## config.mk

```make
export PLATFORM = sky130hd
export DESIGN_NAME = sram_frame_writer_flat
export DESIGN_NICKNAME = d
export VERILOG_FILES = /design/src/rtl/sram_frame_writer_if.sv /design/src/rtl/sram_frame_writer.sv /design/src/flat_wrapper.sv
export SDC_FILE = /design/constraint.sdc
export NUM_CORES = 1
export LEC_CHECK = 0
export BUFFER_PORTS_ARGS = -buffer_cell sky130_fd_sc_hd__buf_4
export CAP_MARGIN = 30
export CORE_ASPECT_RATIO = 0.5
export CORE_UTILIZATION = 30
export CTS_BUF_LIST = sky130_fd_sc_hd__clkbuf_16
export DETAILED_ROUTE_END_ITERATION = 12
export GPL_TIMING_DRIVEN = 0
export HOLD_SLACK_MARGIN = 0.03
export PLACE_DENSITY = 0.58
export RECOVER_POWER = 50
export SKIP_LAST_GASP = 1
export SLEW_MARGIN = 15
export SYNTH_ARGS = -nofsm -noshare
export SYNTH_HDL_FRONTEND = slang
export SYNTH_SLANG_ARGS = --single-unit
```

## constraint.sdc

```tcl
create_clock -name clk -period 6.1 [get_ports clk]
set_input_delay 0 -clock clk [delete_from_list [all_inputs] [get_ports clk]]
set_output_delay 0 -clock clk [all_outputs]
set_load 0.05 [all_outputs]
```

## src/rtl/sram_frame_writer_if.sv

```systemverilog
// rtl/sram_frame_writer_if.sv - byte stream in, SRAM write bus and grant handshake out
interface sram_frame_writer_if #(
    parameter int ADDR_WIDTH = 20
) ();
    logic                  rx_valid;
    logic [7:0]            rx_data;
    logic                  grant;
    logic                  req;
    logic [ADDR_WIDTH-1:0] ram_addr;
    logic [31:0]           ram_wdata;
    logic                  ram_data_oe;
    logic [3:0]            ram_be_n;
    logic                  ram_ce_n;
    logic                  ram_oe_n;
    logic                  ram_we_n;

    modport master (
        input  rx_valid, rx_data, grant,
        output req, ram_addr, ram_wdata, ram_data_oe, ram_be_n, ram_ce_n, ram_oe_n, ram_we_n
    );

    modport slave (
        output rx_valid, rx_data, grant,
        input  req, ram_addr, ram_wdata, ram_data_oe, ram_be_n, ram_ce_n, ram_oe_n, ram_we_n
    );
endinterface

```

## src/rtl/sram_frame_writer.sv

```systemverilog
// rtl/sram_frame_writer.sv - packs received bytes into 32-bit words and writes them to base RAM
module sram_frame_writer #(
    parameter int ADDR_WIDTH  = 20,
    parameter int FRAME_WORDS = 120000,
    parameter int WE_CYCLES   = 2
) (
    input  logic                  clk,
    input  logic                  rst_n,
    input  logic                  start,
    input  logic [ADDR_WIDTH-1:0] base_addr,
    sram_frame_writer_if.master   bus,
    output logic                  busy,
    output logic                  done,
    output logic                  overflow,
    output logic [ADDR_WIDTH-1:0] words_written
);
    localparam int WCW = (WE_CYCLES > 1) ? $clog2(WE_CYCLES) : 1;

    typedef enum logic [2:0] {IDLE, COLLECT, WAIT_GRANT, SETUP, WRITE, HOLD, DONE} state_t;

    state_t                state_q, state_d;
    logic [ADDR_WIDTH-1:0] ptr_q, ptr_d;
    logic [ADDR_WIDTH-1:0] words_q, words_d;
    logic                  ovf_q, ovf_d;
    logic [1:0]            byte_idx_q, byte_idx_d;
    logic [23:0]           collect_q, collect_d;
    logic [31:0]           pend_word_q, pend_word_d;
    logic                  pend_q, pend_d;
    logic                  restart_q, restart_d;
    logic [ADDR_WIDTH-1:0] restart_base_q, restart_base_d;
    logic [WCW-1:0]        we_cnt_q, we_cnt_d;
    logic                  req_q, req_d;
    logic [ADDR_WIDTH-1:0] addr_q, addr_d;
    logic [31:0]           wdata_q, wdata_d;
    logic                  data_oe_q, data_oe_d;
    logic                  ce_n_q, ce_n_d;
    logic                  we_n_q, we_n_d;
    logic                  busy_q, busy_d;
    logic                  done_q, done_d;

    logic collecting, word_done, consume, do_init;

    always_comb begin
        state_d        = state_q;
        ptr_d          = ptr_q;
        words_d        = words_q;
        ovf_d          = ovf_q;
        byte_idx_d     = byte_idx_q;
        collect_d      = collect_q;
        pend_word_d    = pend_word_q;
        pend_d         = pend_q;
        restart_d      = restart_q;
        restart_base_d = restart_base_q;
        we_cnt_d       = we_cnt_q;
        addr_d         = addr_q;
        wdata_d        = wdata_q;

        collecting = (state_q != IDLE) && (state_q != DONE);
        word_done  = collecting && bus.rx_valid && (byte_idx_q == 2'd3);
        consume    = (state_q == WAIT_GRANT) && bus.grant;
        do_init    = (state_q inside {IDLE, COLLECT, WAIT_GRANT, DONE}) && (start || restart_q);

        if (collecting && bus.rx_valid) begin
            case (byte_idx_q)
                2'd0:    collect_d[7:0]   = bus.rx_data;
                2'd1:    collect_d[15:8]  = bus.rx_data;
                2'd2:    collect_d[23:16] = bus.rx_data;
                default: collect_d        = collect_q;
            endcase
            byte_idx_d = byte_idx_q + 2'd1;
        end

        // The slot being handed to SETUP this cycle counts as free for a word completing now.
        if (word_done) begin
            if (pend_q && !consume) begin
                ovf_d = 1'b1;
            end else begin
                pend_word_d = {bus.rx_data, collect_q};
                pend_d      = 1'b1;
            end
        end else if (consume) begin
            pend_d = 1'b0;
        end

        case (state_q)
            COLLECT: begin
                if (pend_q) state_d = WAIT_GRANT;
            end
            WAIT_GRANT: begin
                if (bus.grant) begin
                    state_d = SETUP;
                    addr_d  = ptr_q;
                    wdata_d = pend_word_q;
                end
            end
            SETUP: begin
                state_d  = WRITE;
                we_cnt_d = '0;
            end
            WRITE: begin
                if (we_cnt_q == WCW'(WE_CYCLES - 1)) state_d = HOLD;
                else we_cnt_d = we_cnt_q + 1'b1;
            end
            HOLD: begin
                ptr_d   = ptr_q + 1'b1;
                words_d = words_q + 1'b1;
                // A latched restart gets one COLLECT cycle so the completed count is visible.
                if (restart_q) state_d = COLLECT;
                else if (words_d == ADDR_WIDTH'(FRAME_WORDS)) state_d = DONE;
                else if (pend_q) state_d = WAIT_GRANT;
                else state_d = COLLECT;
            end
            default: state_d = state_q;
        endcase

        if ((state_q inside {SETUP, WRITE, HOLD}) && start) begin
            restart_d      = 1'b1;
            restart_base_d = base_addr;
        end

        if (do_init) begin
            state_d    = COLLECT;
            ptr_d      = start ? base_addr : restart_base_q;
            words_d    = '0;
            ovf_d      = 1'b0;
            byte_idx_d = 2'd0;
            pend_d     = 1'b0;
            restart_d  = 1'b0;
        end

        req_d     = state_d inside {WAIT_GRANT, SETUP, WRITE, HOLD};
        data_oe_d = state_d inside {SETUP, WRITE, HOLD};
        ce_n_d    = !(state_d inside {SETUP, WRITE, HOLD});
        we_n_d    = (state_d != WRITE);
        busy_d    = (state_d != IDLE) && (state_d != DONE);
        done_d    = (state_d == DONE);
    end

    always_ff @(posedge clk or negedge rst_n) begin
        if (!rst_n) begin
            state_q        <= IDLE;
            ptr_q          <= '0;
            words_q        <= '0;
            ovf_q          <= 1'b0;
            byte_idx_q     <= 2'd0;
            collect_q      <= '0;
            pend_word_q    <= '0;
            pend_q         <= 1'b0;
            restart_q      <= 1'b0;
            restart_base_q <= '0;
            we_cnt_q       <= '0;
            req_q          <= 1'b0;
            addr_q         <= '0;
            wdata_q        <= '0;
            data_oe_q      <= 1'b0;
            ce_n_q         <= 1'b1;
            we_n_q         <= 1'b1;
            busy_q         <= 1'b0;
            done_q         <= 1'b0;
        end else begin
            state_q        <= state_d;
            ptr_q          <= ptr_d;
            words_q        <= words_d;
            ovf_q          <= ovf_d;
            byte_idx_q     <= byte_idx_d;
            collect_q      <= collect_d;
            pend_word_q    <= pend_word_d;
            pend_q         <= pend_d;
            restart_q      <= restart_d;
            restart_base_q <= restart_base_d;
            we_cnt_q       <= we_cnt_d;
            req_q          <= req_d;
            addr_q         <= addr_d;
            wdata_q        <= wdata_d;
            data_oe_q      <= data_oe_d;
            ce_n_q         <= ce_n_d;
            we_n_q         <= we_n_d;
            busy_q         <= busy_d;
            done_q         <= done_d;
        end
    end

    assign bus.req         = req_q;
    assign bus.ram_addr    = addr_q;
    assign bus.ram_wdata   = wdata_q;
    assign bus.ram_data_oe = data_oe_q;
    assign bus.ram_be_n    = 4'b0000;
    assign bus.ram_ce_n    = ce_n_q;
    assign bus.ram_oe_n    = 1'b1;
    assign bus.ram_we_n    = we_n_q;
    assign busy            = busy_q;
    assign done            = done_q;
    assign overflow        = ovf_q;
    assign words_written   = words_q;
endmodule

```

## src/flat_wrapper.sv

```systemverilog
// flat-port wrapper written by rule: the top's interface ports become plain ports
module sram_frame_writer_flat 
#(
    parameter int ADDR_WIDTH  = 20,
    parameter int FRAME_WORDS = 120000,
    parameter int WE_CYCLES   = 2
)
  (clk, rst_n, start, base_addr, busy, done, overflow, words_written, bus_rx_valid, bus_rx_data, bus_grant, bus_req, bus_ram_addr, bus_ram_wdata, bus_ram_data_oe, bus_ram_be_n, bus_ram_ce_n, bus_ram_oe_n, bus_ram_we_n);
  sram_frame_writer_if #(.ADDR_WIDTH(ADDR_WIDTH)) bus_i ();
  input  logic clk;
  input  logic rst_n;
  input  logic start;
  input  logic [ADDR_WIDTH-1:0] base_addr;
  output logic busy;
  output logic done;
  output logic overflow;
  output logic [ADDR_WIDTH-1:0] words_written;
  input wire logic [$bits(bus_i.rx_valid)-1:0] bus_rx_valid;
  input wire logic [$bits(bus_i.rx_data)-1:0] bus_rx_data;
  input wire logic [$bits(bus_i.grant)-1:0] bus_grant;
  output wire logic [$bits(bus_i.req)-1:0] bus_req;
  output wire logic [$bits(bus_i.ram_addr)-1:0] bus_ram_addr;
  output wire logic [$bits(bus_i.ram_wdata)-1:0] bus_ram_wdata;
  output wire logic [$bits(bus_i.ram_data_oe)-1:0] bus_ram_data_oe;
  output wire logic [$bits(bus_i.ram_be_n)-1:0] bus_ram_be_n;
  output wire logic [$bits(bus_i.ram_ce_n)-1:0] bus_ram_ce_n;
  output wire logic [$bits(bus_i.ram_oe_n)-1:0] bus_ram_oe_n;
  output wire logic [$bits(bus_i.ram_we_n)-1:0] bus_ram_we_n;
  assign bus_i.rx_valid = bus_rx_valid;
  assign bus_i.rx_data = bus_rx_data;
  assign bus_i.grant = bus_grant;
  assign bus_req = bus_i.req;
  assign bus_ram_addr = bus_i.ram_addr;
  assign bus_ram_wdata = bus_i.ram_wdata;
  assign bus_ram_data_oe = bus_i.ram_data_oe;
  assign bus_ram_be_n = bus_i.ram_be_n;
  assign bus_ram_ce_n = bus_i.ram_ce_n;
  assign bus_ram_oe_n = bus_i.ram_oe_n;
  assign bus_ram_we_n = bus_i.ram_we_n;
  sram_frame_writer #(.ADDR_WIDTH(ADDR_WIDTH), .FRAME_WORDS(FRAME_WORDS), .WE_CYCLES(WE_CYCLES)) u_core (.clk(clk), .rst_n(rst_n), .start(start), .base_addr(base_addr), .bus(bus_i), .busy(busy), .done(done), .overflow(overflow), .words_written(words_written));
endmodule
```

==> impl_metrics.yaml <==
detailed_routing:
  drc: 0
  finalWirelength_mm: 20.77
  drtPass1Iterations: 4
  via_count: 6255
  drt-vias-per-instance: 4.775
  drt_iter0_markers: 465
  antenna_left: 0
  routedWlPerCell_um: 15.85
synth:
  yosys-top-cells-area: "dfrtp_1 (55%), mux2_2 (10%), nand2_1 (9.2%)"
  syn-cell-area_mm2: 0.008200
  synth_edf_count: 0
  synth_top_area_cell: "dfrtp_1"
  ys_types: 62
  ys_ff_latch: 183
  synth_flop_cell: "dfrtp_1"
  synth_top_area_share: 0.5523
  synth_common_cells: "nand2_1 (202), dfrtp_1 (181), mux2_2 (76)"
  synth_most_common_cell: "nand2_1"
  syn_area_per_cell_um2: 10.50
  async_flop_share: 1.000
  seq_area_frac_synth: 0.5587
  ys_warn_count: 0
  synth_cells: 781
final_layout:
  ff_latch_area_mm2: 0.004582
  nets: 984
  drive_gt1_frac: 0.1766
  fin_area_mm2: 0.01019
  final_util: 0.3826
  multi_input_area_mm2: 0.003386
  syn2layout_area_growth_pct: 24.32
  nFillCells: 2655
clock_tree:
  clk_pin_slew_ns: 0.07
  cts_tree: "yes"
  cts.htree.levels: 4
  numCtsBuffers: 17
  cts_sinks: 183
  cts.path.max_buffers: 2
  cts-root-buf: "clkbuf_16"
  worstSkewPairLatency_ns: 0.44
sta:
  worstMarginPinSlew_ns: 0.7605
  fmax_mhz: 339.2
  setup_violations: 0
  finalCritPeriodShare: 0.4833
  slew_viol_final: 0
  setup_tns_ns: 0
  fin_crit_ns: 2.948
  worst_slack_ns: 3.152
  fin_skew_ns: 0.009958
  finalHoldViolCount: 0
  max_slew_margin: 0.4883
  rsz0062_at_grt: "false"
place:
  pre_cts_ws_ns: 3.179
  place_congestion: 0.8529
  dp_hpwl_mm: 14.60
  placed_area_mm2: 0.009518
  io_buffer_count: 110
setup_path:
  crit_type: "reg2reg"
  critPathLaunchType: "flop"
  endpoint_kind: "flop"
  worstPathMaxFanout: 10
  required_ns: 6.39
  arrival_ns: 3.24
die:
  core_area_mm2: 0.02664
  die_h_um: 118.9
  die_area_mm2: 0.02804
  rows: 42
  initial_utilization: 0.3078
  ios: 117
  die_w_um: 235.8
pwr:
  peakVddDrop_uv: 171.1
  p_leak_nw: 4.566
  pwr_density_cell_mw_per_mm2: 481.3
global_routing:
  grt_max_degree: 96
  grt-ovfl-total: 0
  grt_pass1_wl_mm: 34.12
  grt_pass1_vias: 6353
  antenna_found_initial: 1
  grt_use_total: 0.1552
worst_hold_path:
  hp-class: "in2reg"
run_status:
  outcome: "finished clean"
flow_run:
  max-cap-violations: 0
-- placed cells by master, fill, tap and decap left out, types with 9 or more instances in the layout --
cell type and count:
a211oi_1 12, a21oi_1 34, buf_4 42, clkbuf_1 106, clkbuf_16 17, dfrtp_1 181, dlygate4sd3_1 30, inv_1 9
mux2_2 76, mux2i_1 9, nand2_1 202, nand3_1 18, nand4_1 9, nor2_1 36, nor2b_1 13, o21ai_0 30
xnor2_1 12, xor2_1 14
-- power breakdown --
group	switching (mW)	total, mW	internal, mW
registers	0.309	1.99	1.68
clock network	0.480	1.24	0.764
logic	1.10	1.67	0.575
-- layout make-up --
type                       count  share of cell area
sequential                   183              0.4494
antenna                        1           0.0002455
tap                          352             0.04320
timing repair buffer         142             0.08677
multi-input combinational    549              0.3321
clock inverter                14             0.02258
clock buffer                  17             0.04173
buffer                        43             0.02062
inverter                       9            0.003314
-- sequential cells by signal, summed over array words and instances (netlist names), 2 cells and up --
| name | flops |
|---|---|
| u_core.bus.ram_wdata | 32 |
| u_core.pend_word_q | 32 |
| u_core.collect_q | 24 |
| u_core.bus.ram_addr | 20 |
| u_core.ptr_q | 20 |
| u_core.restart_base_q | 20 |
| u_core.words_written | 20 |
| u_core.state_q | 3 |
| u_core.byte_idx_q | 2 |
-- repair_timing --
| item | 4_1_cts | 5_1_grt |
|---|---|---|
| buffers inserted | 0 | 0 |
| resized for setup | 0 | 0 |
| hold buffers | 30 | 0 |
| endpoints found under the hold margin | 161 | 0 |
-- worst max-delay path: stages, from the launching register on --
cell and delay (ns):
dfrtp_1 0.50, nand2_1 0.24, nor4_1 0.72, xnor2_1 0.21, nand4b_2 0.23, nor4b_1 0.54, nand3b_1 0.28, a21oi_1 0.09
-- final timing paths --
| check | start | endpoint | slack [ns] | cells past startpoint |
|---|---|---|---|---|
| worst min-delay path | bus_grant | u_core.bus.ram_addr[19] | 0.06 | 5 |
| min in group asynchronous | rst_n | u_core.words_written[18] | 0.13 | 2 |
| worst max register to register | u_core.words_written[7] | u_core.bus.req | 3.15 | 7 |
| worst min register to register | u_core.pend_word_q[17] | u_core.bus.ram_wdata[17] | 0.46 | 2 |
| max in group asynchronous | rst_n | u_core.pend_word_q[17] | 5.06 | 3 |
| worst max-delay path | u_core.words_written[7] | u_core.bus.req | 3.15 | 7 |
-- metal layers --
metal	up-vias	GRT usage	part of all wire
li1	2991	-	-
met1	3143	0.2017	0.46
met2	100	0.2598	0.49
met3	21	0.03454	0.035
met4	0	0.04493	0.014
met5	-	0	0
-- per-stage QoR --
step,hold WS [ns],power (mW),instances
2_1_floorplan,-0.2956,3.206,784
5_1_grt,0.09601,5.192,1310
4_1_cts,0.05111,5.057,1309
6_report,0.06330,4.907,1310
3_3_place_gp,0.2458,3.737,1246
3_5_place_dp,0.06182,3.786,1248
-- cell families after synthesis --
logic type	Yosys count	share of synthesized area
other	2	0.0009158
AOI/OAI and AO/OA	107	0.08026
adders and majority gates	6	0.009154
xor gates and xnor gates	26	0.02777
muxes	85	0.1153
and+or+nand+nor	320	0.1781
buffers and inverters	52	0.02975
DFF	183	0.5587
Power figures use the tool's default switching activity.
